**config.mk**
```make
export PLATFORM = sky130hd
export DESIGN_NAME = pc_fetch_unit
export DESIGN_NICKNAME = d
export VERILOG_FILES = /design/src/rtl/pc_fetch_unit.sv
export SDC_FILE = /design/constraint.sdc
export NUM_CORES = 1
export LEC_CHECK = 0
export ABC_AREA = 1
export CAP_MARGIN = 20
export CORE_UTILIZATION = 49
export DETAILED_ROUTE_END_ITERATION = 6
export GPL_ROUTABILITY_DRIVEN = 1
export PLACE_DENSITY = 0.85
export SYNTH_ARGS = -nofsm -noshare
export SYNTH_HDL_FRONTEND = slang
export SYNTH_SLANG_ARGS = --single-unit
```
**constraint.sdc**
```tcl
create_clock -name clk -period 5.91 [get_ports clk]
set_input_delay 1.182 -clock clk [delete_from_list [all_inputs] [get_ports clk]]
set_output_delay 1.182 -clock clk [all_outputs]
set_load 0.005 [all_outputs]
```
**src/rtl/pc_fetch_unit.sv**
```systemverilog
// PC / instruction-register stage: holds PC, fetches instruction words over req/ack, stalls the control unit.
// Optional single-entry prefetch buffer enabled by defining PCU_PREFETCH_EN.
module pc_fetch_unit #(
  parameter int unsigned     PC_W     = 16,
  parameter logic [PC_W-1:0] RESET_PC = '0
) (
  input  logic            clk,
  input  logic            rst,
  input  logic            il_in,
  input  logic [1:0]      ps_in,
  input  logic [15:0]     ir_in,
  input  logic [PC_W-1:0] a_in,
  output logic            imem_req_out,
  output logic [PC_W-1:0] imem_addr_out,
  input  logic            imem_ack_in,
  input  logic [15:0]     imem_data_in,
  output logic [15:0]     ins_out,
  output logic [PC_W-1:0] pc_out,
  output logic            stall_out
);

  localparam int unsigned IW    = 16;
  localparam int unsigned OFF_W = 6;

  typedef enum logic [1:0] {
    IDLE  = 2'd0,
    DWAIT = 2'd1,
    PWAIT = 2'd2
  } state_t;

  state_t          state_q, state_d;
  logic [PC_W-1:0] pc_q, pc_d;
  logic [IW-1:0]   ir_q, ir_d;
  logic [PC_W-1:0] fetch_addr_q, fetch_addr_d;
  logic            ir_load;
  logic            demand;
  logic [OFF_W-1:0] br_off;
  logic [PC_W-1:0]  br_off_ext;
  logic [PC_W-1:0]  pc_inc;

  // Branch offset lives in the IR, so the control unit's ir_in copy is redundant.
  logic unused_ir;
  assign unused_ir = ^ir_in;

  assign br_off     = {ir_q[8:6], ir_q[2:0]};
  assign br_off_ext = {{(PC_W-OFF_W){br_off[OFF_W-1]}}, br_off};
  assign pc_inc     = pc_q + PC_W'(1);

`ifdef PCU_PREFETCH_EN
  logic            buf_valid_q, buf_valid_d;
  logic [PC_W-1:0] buf_addr_q, buf_addr_d;
  logic [IW-1:0]   buf_data_q, buf_data_d;
  logic            buf_hit;

  assign buf_hit = buf_valid_q && (buf_addr_q == pc_q);
`endif

  // Next PC; only committed when no instruction load is requested.
  always_comb begin
    pc_d = pc_q;
    case (ps_in)
      2'b01:   pc_d = pc_inc;
      2'b10:   pc_d = pc_q + br_off_ext;
      2'b11:   pc_d = a_in;
      default: pc_d = pc_q;
    endcase
  end

  // Fetch FSM next-state, request and IR-load decode.
  always_comb begin
    state_d       = state_q;
    imem_req_out  = 1'b0;
    imem_addr_out = pc_q;
    ir_load       = 1'b0;
    ir_d          = imem_data_in;
    fetch_addr_d  = fetch_addr_q;
    demand        = 1'b0;
`ifdef PCU_PREFETCH_EN
    buf_valid_d   = buf_valid_q;
    buf_addr_d    = buf_addr_q;
    buf_data_d    = buf_data_q;
`endif
    case (state_q)
      IDLE: begin
        demand = il_in;
`ifdef PCU_PREFETCH_EN
        if (il_in) begin
          buf_valid_d = 1'b0;
          if (buf_hit) begin
            demand  = 1'b0;
            ir_load = 1'b1;
            ir_d    = buf_data_q;
          end
        end else if (!buf_valid_q) begin
          imem_req_out  = 1'b1;
          imem_addr_out = pc_inc;
          fetch_addr_d  = pc_inc;
          if (imem_ack_in) begin
            buf_valid_d = 1'b1;
            buf_addr_d  = pc_inc;
            buf_data_d  = imem_data_in;
          end else begin
            state_d = PWAIT;
          end
        end
`endif
        if (demand) begin
          imem_req_out = 1'b1;
          fetch_addr_d = pc_q;
          if (imem_ack_in) ir_load = 1'b1;
          else             state_d = DWAIT;
        end
      end
      DWAIT: begin
        imem_req_out  = 1'b1;
        imem_addr_out = fetch_addr_q;
        if (imem_ack_in) begin
          ir_load = 1'b1;
          state_d = IDLE;
        end
      end
`ifdef PCU_PREFETCH_EN
      PWAIT: begin
        imem_req_out  = 1'b1;
        imem_addr_out = fetch_addr_q;
        if (imem_ack_in) begin
          state_d = IDLE;
          if (il_in) begin
            // Matching prefetch doubles as the demand response; otherwise drop it and refetch from IDLE.
            if (fetch_addr_q == pc_q) ir_load = 1'b1;
          end else begin
            buf_valid_d = 1'b1;
            buf_addr_d  = fetch_addr_q;
            buf_data_d  = imem_data_in;
          end
        end
      end
`endif
      default: state_d = IDLE;
    endcase
  end

  assign stall_out = il_in & ~ir_load;
  assign ins_out   = ir_q;
  assign pc_out    = pc_q;

  // State, PC and IR registers.
  always_ff @(posedge clk) begin
    if (rst) begin
      state_q      <= IDLE;
      pc_q         <= RESET_PC;
      ir_q         <= '0;
      fetch_addr_q <= RESET_PC;
    end else begin
      state_q      <= state_d;
      fetch_addr_q <= fetch_addr_d;
      if (ir_load) ir_q <= ir_d;
      if (!il_in)  pc_q <= pc_d;
    end
  end

`ifdef PCU_PREFETCH_EN
  // Prefetch buffer registers.
  always_ff @(posedge clk) begin
    if (rst) begin
      buf_valid_q <= 1'b0;
      buf_addr_q  <= RESET_PC;
      buf_data_q  <= '0;
    end else begin
      buf_valid_q <= buf_valid_d;
      buf_addr_q  <= buf_addr_d;
      buf_data_q  <= buf_data_d;
    end
  end
`endif

endmodule

```
==> out/metrics.yaml, run 1 <==
comb_power_share: 0.236
grt-ovfl-total: 0
syn-cell-area_um2: 3020
worstPathMaxFanout: 21
postRouteAntennaNets: 0
n_antenna_cell: 0
cts_resized: 0
maxCapViolCount: 0
vias: 3312
setup_viol: 0
p_seq_frac: 0.459
synth-seq-cells: 49
wl_per_cell_um: 14.2
cts_buffers: 5
drive_gt1_frac: 0.0724
top_level_ports: 104
dieWidth_um: 80.4
hold_depth: 2
fmax_mhz: 217
max-vdd-ir-drop_v: 0.000196
grt_pass1_vias: 3178
ff_latch_area_um2: 981
synthArstFlopShare: 0
cts.sinks: 49
grt_max_degree: 30
design.core.area_um2: 5920
clk_latency_ns: 0.31
synthTopCellsByArea: "dfxtp_1 33%, nand2_1 13%, nor2_1 7.5%"
synth_area_leader_cell: "dfxtp_1"
syn_inst: 468
ff2ff_path_depth: 12
synth_top_area_frac: 0.325
synthDistinctLibCells: 33
crit_type: "primary input to output port"
hold_viol_final: 0
synth_edf_count: 0
syn_area_per_cell_um2: 6.44
r2r_slack_ns: 3.35
portBuffers: 87
yosysSeqAreaShare: 0.325
grt_usage: 0.284
setup.worst_path.end_class: "output port"
syn-num-nets: 528
hold_buffers: 0
relSlewSlack: 0.409
p_switching_uw: 241
cts_tree: "done"
power.density_nw_per_um2: 204
synth_commonest_cells: "106 x nand2_1, 60 x nor2_1, 49 x dfxtp_1"
intPower_uw: 573
start_util: 0.509
fp-row-count: 28
cp.required_ns: 4.73
r2r_start: "ins_out[8]"
gp_congestion: 0.908
min_to: "fetch_addr_q[2]"
clk_pin_slew_ns: 0.10
postCtsSetupBuffers: 0
nets: 598
first_iter_violations: 219
grt_pass1_wl_mm: 14.3
clk_path_buf_depth: 2
post-place-ws_ns: 1.29
syn_to_final_growth_pct: 32.5
slew_violations: 0
p_leak_nw: 1.60
r2r_end: "pc_out[15]"
cts_root_buffer: "clkbuf_8"
period_minus_slack_ns: 4.61
wl_mm: 8.74
cts_max_level: 2
yosysWarnings: 0
hold_class: "flop to flop"
drtPass1Iterations: 5
arrival_ns: 3.43
clkPwrFrac: 0.305
fp.dieArea_um2: 6470
status: "completed"
dp_hpwl_mm: 6.27
drc: 0
worstMarginPinSlew_ns: 0.885
setup_tns_ns: 0
period_share: 0.780
rsz0062_at_grt: "false"
crit_path_start_kind: "primary input"
antenna_found_initial: 0
synth.most_common_cell: "nand2_1"
n_fill_cell: 523
worst_clock_skew_ns: 0.0109
min_from: "fetch_addr_q[2]"
multi_input_area_um2: 1750
synth_ff_type: "dfxtp_1"
chipHeight_um: 80.4
vias_per_cell: 5.39
swShare: 0.296
worst_slack_ns: 1.30
==> registers in the layout, summed over array words and instances (netlist names) <==
register,cells
fetch_addr_q,16
ins_out,16
pc_out,16
state_q,1
==> how the worst max path moves through the flow <==
stage                     startpoint         to  slack [ns]  cells past startpoint
after floorplan                il_in  stall_out        2.66                      7
after global placement         il_in  stall_out        1.33                      8
after detailed placement       il_in  stall_out        1.29                      8
after CTS                      il_in  stall_out        1.30                      8
after global routing           il_in  stall_out        1.05                      8
final                          il_in  stall_out        1.30                      8
==> final cells by class <==
class	instances	area share
flip-flops and latches	49	0.246
well taps	75	0.0235
clock buffers	5	0.0172
inverters	46	0.0432
clock inverters	3	0.0110
repair buffers	89	0.223
multi-input cells	347	0.437
==> power groups by stage <==
| stage | combinational [mW] | sequential, mW | clock [mW] |
|---|---|---|---|
| 3_3_place_gp | 0.186 | 0.379 | 0 |
| 3_5_place_dp | 0.189 | 0.380 | 0 |
| 2_1_floorplan | 0.101 | 0.373 | 0 |
| 4_1_cts | 0.191 | 0.373 | 0.252 |
| 6_report | 0.192 | 0.373 | 0.248 |
| 5_1_grt | 0.213 | 0.376 | 0.263 |
==> stage by stage <==
step                      hold WS, ns   util  std cells  total power [mW]  cell area [um2]
final                           0.458  0.675        614             0.814             4000
after global placement          0.436  0.654        605             0.565             3870
after detailed placement        0.448  0.654        605             0.569             3870
after CTS                       0.463  0.673        613             0.815             3980
after global routing            0.490  0.675        614             0.852             4000
after floorplan                 0.424      -        468             0.474             3020
==> routing by layer <==
layer | vias up | share of wire | track usage
met5 | - | 0 | 0
met4 | 0 | 0.025 | 0.109
met3 | 20 | 0.082 | 0.0795
met2 | 143 | 0.49 | 0.505
met1 | 1487 | 0.41 | 0.318
li1 | 1662 | - | -
==> worst max-delay path, cell delays in order <==
cell and delay [ns]:
clkdlybuf4s50_1 0.40, buf_4 0.20, nor2_1 0.13, inv_1 0.07, nand2_1 0.41, inv_1 0.35, nor2_1 0.17, clkdlybuf4s50_1 0.52
==> cell families after synthesis <==
family | Yosys count | share of synthesized area
buf+inv | 72 | 0.0958
fa+ha+maj | 6 | 0.0274
xor+xnor | 6 | 0.0174
compound gates | 102 | 0.189
simple gates | 233 | 0.345
flops | 49 | 0.325
==> layout by cell type (no fill, tap or decap), drive strengths merged, types with 5 or more instances in the layout <==
cell type      synthesis  routed
clkbuf                21       5
nand2                118     118
o21ai                 46      46
clkdlybuf4s50          0      87
a41oi                  5       5
ha                     5       5
dfxtp                 49      49
nand3                 40      40
nor2                  66      66
inv                   46      47
a21oi                 43      43
(Power assumes the default switching activity.)
==> run 2, diff against run 1 <==
--- a/config.mk
+++ b/config.mk
@@ -7,10 +7,10 @@
 export LEC_CHECK = 0
 export ABC_AREA = 1
 export CAP_MARGIN = 20
-export CORE_UTILIZATION = 49
+export CORE_UTILIZATION = 41
 export DETAILED_ROUTE_END_ITERATION = 6
 export GPL_ROUTABILITY_DRIVEN = 1
-export PLACE_DENSITY = 0.85
+export PLACE_DENSITY = 0.75
 export SYNTH_ARGS = -nofsm -noshare
 export SYNTH_HDL_FRONTEND = slang
 export SYNTH_SLANG_ARGS = --single-unit
==> constraint.sdc (replaced) <==
create_clock -name clk -period 3.93 [get_ports clk]
set_input_delay 0.786 -clock clk [delete_from_list [all_inputs] [get_ports clk]]
set_output_delay 0.786 -clock clk [all_outputs]
set_load 0.005 [all_outputs]
==> out/metrics.yaml, run 2 (synthesis gave the netlist of run 1 again) <==
cts_resized: 0
power.density_nw_per_um2: 290
crit_path_frequent_cell: "nand2_1"
fp-row-count: 30
relSlewSlack: 0.451
clk_pin_slew_ns: 0.10
cts_buffers: 5
portBuffers: 87
hold_buffers: 0
crit_path_start_kind: "primary input"
grt_pass1_vias: 3044
utilization: 0.581
clk_path_buf_depth: 2
setup.worst_path.end_class: "flop"
chipHeight_um: 87.8
drc: 0
start_util: 0.434
maxCapViolCount: 0
drtPass1Iterations: 4
post-place-ws_ns: 0.373
dpl_cell_area_um2: 3940
top_level_ports: 104
min_from: "fetch_addr_q[0]"
postRouteAntennaNets: 0
ff2ff_path_depth: 15
nets: 603
power_mw: 1.17
wl_mm: 8.86
design.core.area_um2: 6940
final_common_cell: "nand2_1"
slowest_delay_ns: 0.48
setup_tns_ns: 0
cts_max_level: 2
worst_clock_skew_ns: 0.00981
worstMarginPinSlew_ns: 0.822
period_share: 0.826
postCtsSetupBuffers: 0
cp_cell_sequence: "clkdlybuf4s50_1 -> inv_2 -> nand2_1 -> or2_2 -> ha_1 -> fa_1 -> nand3_1 -> nand3_1 -> nand2_1 -> nand2_1 -> nand3_2 -> nand2_2 -> nand2_1 -> nand2_1 -> nand2_1 -> nand3_1 -> nand2_1 -> a21oi_1"
grt_usage: 0.238
r2r_slack_ns: 1.63
hold_depth: 2
cts.sinks: 49
gp_congestion: 0.914
dieWidth_um: 87.8
holdWs_ns: 0.462
antenna_found_initial: 0
hold_class: "flop to flop"
cts_tree: "done"
arrival_ns: 3.45
drive_gt1_frac: 0.0809
dp_hpwl_mm: 6.61
vias: 3294
status: "completed"
grt-ovfl-total: 0
first_iter_violations: 229
worstPathMaxFanout: 7
cts_root_buffer: "clkbuf_8"
grt_pass1_wl_mm: 14.2
fp.dieArea_um2: 7700
slew_violations: 0
fmax_mhz: 308
p_leak_nw: 1.61
grt_max_degree: 30
max-vdd-ir-drop_v: 0.000211
worst_slack_ns: 0.683
mostFrequentLayoutCells: "106 x nand2_1, 87 x clkdlybuf4s50_1, 60 x nor2_1"
syn_to_final_growth_pct: 33.7
crit_slowest_cell: "clkdlybuf4s50_1"
cp.required_ns: 4.13
dp_cells: 632
rsz0062_at_grt: "false"
hold_viol_final: 0
r2r_start: "ins_out[0]"
layout.cells.non_filler: 640
r2r_end: "pc_out[12]"
finish.instance_area_um2: 4030
vias_per_cell: 5.15
min_to: "fetch_addr_q[0]"
setup_viol: 0
clk_latency_ns: 0.32
period_minus_slack_ns: 3.25
wl_per_cell_um: 13.8
n_antenna_cell: 0
crit_type: "primary input to flop"
## run 2: changes by cell type in the layout (fill, tap and decap cells not counted)
| cell | previous run | this run |
|---|---|---|
| buf_4 | 1 | 7 |
| buf_6 | 1 | 0 |
| bufinv_16 | 1 | 0 |
| clkinvlp_4 | 0 | 1 |
## run 2: worst max path at each step
| stage | from | endpoint | slack (ns) | cells after the start |
|---|---|---|---|---|
| 6_report | ps_in[0] | pc_out[12] | 0.68 | 18 |
| 5_1_grt | ps_in[0] | pc_out[12] | 0.45 | 18 |
| 4_1_cts | ps_in[0] | pc_out[12] | 0.70 | 18 |
| 3_5_place_dp | ps_in[0] | pc_out[12] | 0.37 | 18 |
| 3_3_place_gp | ps_in[0] | pc_out[12] | 0.40 | 18 |
| 2_1_floorplan | ps_in[1] | pc_out[12] | 1.11 | 17 |
## run 2: final cells by class
| type | instances | area (um2) |
|---|---|---|
| well taps | 96 | 120 |
| inverters | 46 | 173 |
| repair buffers | 94 | 923 |
| multi-input cells | 347 | 1750 |
| flip-flops and latches | 49 | 981 |
| clock buffers | 5 | 68.8 |
| fillers | 691 | 2910 |
| clock inverters | 3 | 21.3 |
## run 2: power by group
group | switching [mW] | leakage, nW | internal (mW)
Combinational | 0.146 | 1.16 | 0.147
Clock | 0.190 | 0.0445 | 0.127
Sequential | 0.0315 | 0.402 | 0.526
Total | 0.367 | 1.61 | 0.801
## run 2: worst max-delay path: cells and delay by family
kind	cells	cell delay [ns]
and+or+nand+nor	13	1.32
adders and majority gates	2	0.66
buffers and inverters	2	0.63
AOI/OAI and AO/OA	1	0.06
## run 2: layer usage
| layer | vias to the layer above | GRT usage | wire length [um] |
|---|---|---|---|
| met5 | - | 0 | 0 |
| met4 | 0 | 0.0879 | 208 |
| met3 | 15 | 0.0679 | 764 |
| met2 | 139 | 0.412 | 4290 |
| met1 | 1470 | 0.278 | 3600 |
| li1 | 1670 | - | - |
==> run 3, diff against run 2 <==
==> constraint.sdc (replaced) <==
create_clock -name clk -period 2.7 [get_ports clk]
set_input_delay 0.54 -clock clk [delete_from_list [all_inputs] [get_ports clk]]
set_output_delay 0.54 -clock clk [all_outputs]
set_load 0.005 [all_outputs]
==> out/metrics.yaml, run 3 (synthesis gave the netlist of run 1 again) <==
hold_buffers: 0
portBuffers: 87
grt.met2_usage: 0.467
fmax_mhz: 390
grt_max_degree: 28
period_share: 0.949
holdWs_ns: 0.454
wl_mm: 9.38
period_minus_slack_ns: 2.56
p_leak_nw: 1.73
design.core.area_um2: 6940
chipHeight_um: 87.8
clk_latency_ns: 0.31
post-place-ws_ns: -0.345
syn_to_final_growth_pct: 40.4
gp_congestion: 0.870
final_common_cell: "nand2_1"
drc: 0
setup.worst_path.end_class: "flop"
antenna_found_initial: 0
hold_viol_final: 0
vias_per_cell: 5.24
grt_usage: 0.255
nets: 623
postRouteAntennaNets: 0
fp.dieArea_um2: 7700
grt-ovfl-total: 0
max-vdd-ir-drop_v: 0.000258
arrival_ns: 2.75
worstPathMaxFanout: 3
crit_type: "primary input to flop"
clk_pin_slew_ns: 0.10
status: "completed"
use_met1: 0.292
crit_path_start_kind: "primary input"
grt_pass1_wl_mm: 15.3
start_util: 0.434
top_level_ports: 104
rsz0062_at_grt: "false"
worstMarginPinSlew_ns: 0.579
first_iter_violations: 171
worst_slack_ns: 0.137
cts_buffers: 5
relSlewSlack: 0.613
busiest_layer: "met2"
cts_tree: "done"
n_antenna_cell: 0
power.density_nw_per_um2: 409
wl_per_cell_um: 14.2
cts_max_level: 2
cts.sinks: 49
slew_violations: 0
fp-row-count: 30
worst_clock_skew_ns: 0.00894
hold_class: "flop to flop"
cp.required_ns: 2.89
maxCapViolCount: 0
cts_root_buffer: "clkbuf_8"
drive_gt1_frac: 0.122
grt_pass1_vias: 3294
setup_viol: 0
vias: 3459
mostFrequentLayoutCells: "105 x nand2_1, 86 x clkdlybuf4s50_1, 59 x nor2_1"
groute.layer.met3.usage: 0.0547
dp_hpwl_mm: 6.98
n_fill_cell: 663
clk_path_buf_depth: 2
drtPass1Iterations: 5
dieWidth_um: 87.8
==> run 3: metal layers <==
layer  vias up  share of wire
met3        17          0.075
met2       152           0.51
li1       1706              -
met1      1584           0.40
met5         -              0
met4         0          0.018
==> run 3: cell type report <==
cell class                 count  area [um2]  area share
multi-input combinational    347        1770       0.419
timing repair buffer         114        1100       0.260
sequential                    49         981       0.232
inverter                      46         173      0.0408
tap                           96         120      0.0284
clock buffer                   6        72.6      0.0171
clock inverter                 2        13.8     0.00325
==> run 3: repair_timing <==
action | CTS | global route
endpoints found under the hold margin | 0 | 0
buffers inserted | 0 | 2
pin swaps | 0 | 1
endpoints found under the setup margin | 2 | 7
resized for setup | 1 | 7
==> run 3: per-stage QoR <==
step	instances	util	area [um2]	TNS, ns	total power [mW]
2_1_floorplan	468	-	3020	0	1.04
3_3_place_gp	650	0.591	4100	-1.10	1.28
3_5_place_dp	650	0.591	4100	-1.91	1.29
4_1_cts	658	0.604	4190	0	1.73
5_1_grt	660	0.610	4230	0	1.82
6_report	660	0.610	4230	0	1.73
==> run 3: critical path: stages <==
cell and delay, ns:
clkdlybuf4s50_1 0.48, nand2_1 0.08, or2_2 0.28, ha_2 0.19, fa_2 0.34, nand3_1 0.11
nand3_2 0.09, nand2_2 0.08, nand2_1 0.06, nand3_2 0.08, nand2_2 0.06, nand2_1 0.08
nand2_1 0.05, nand2_1 0.06, nand3_1 0.06, nand2_1 0.06, a21oi_1 0.05
==> run 3: power breakdown <==
part	internal (mW)	leakage, nW	switching, mW
sequential	0.766	0.402	0.0395
combinational	0.244	1.28	0.233
clock	0.186	0.0456	0.264
==> run 3: worst paths after layout <==
check / from / end / slack (ns) / cells after the start
hold reg to reg: fetch_addr_q[1] / fetch_addr_q[1] / 0.45 / 2
setup reg to reg: ins_out[0] / pc_out[12] / 0.55 / 15
hold / removal: fetch_addr_q[1] / fetch_addr_q[1] / 0.45 / 2
setup / recovery: ps_in[1] / pc_out[12] / 0.14 / 17
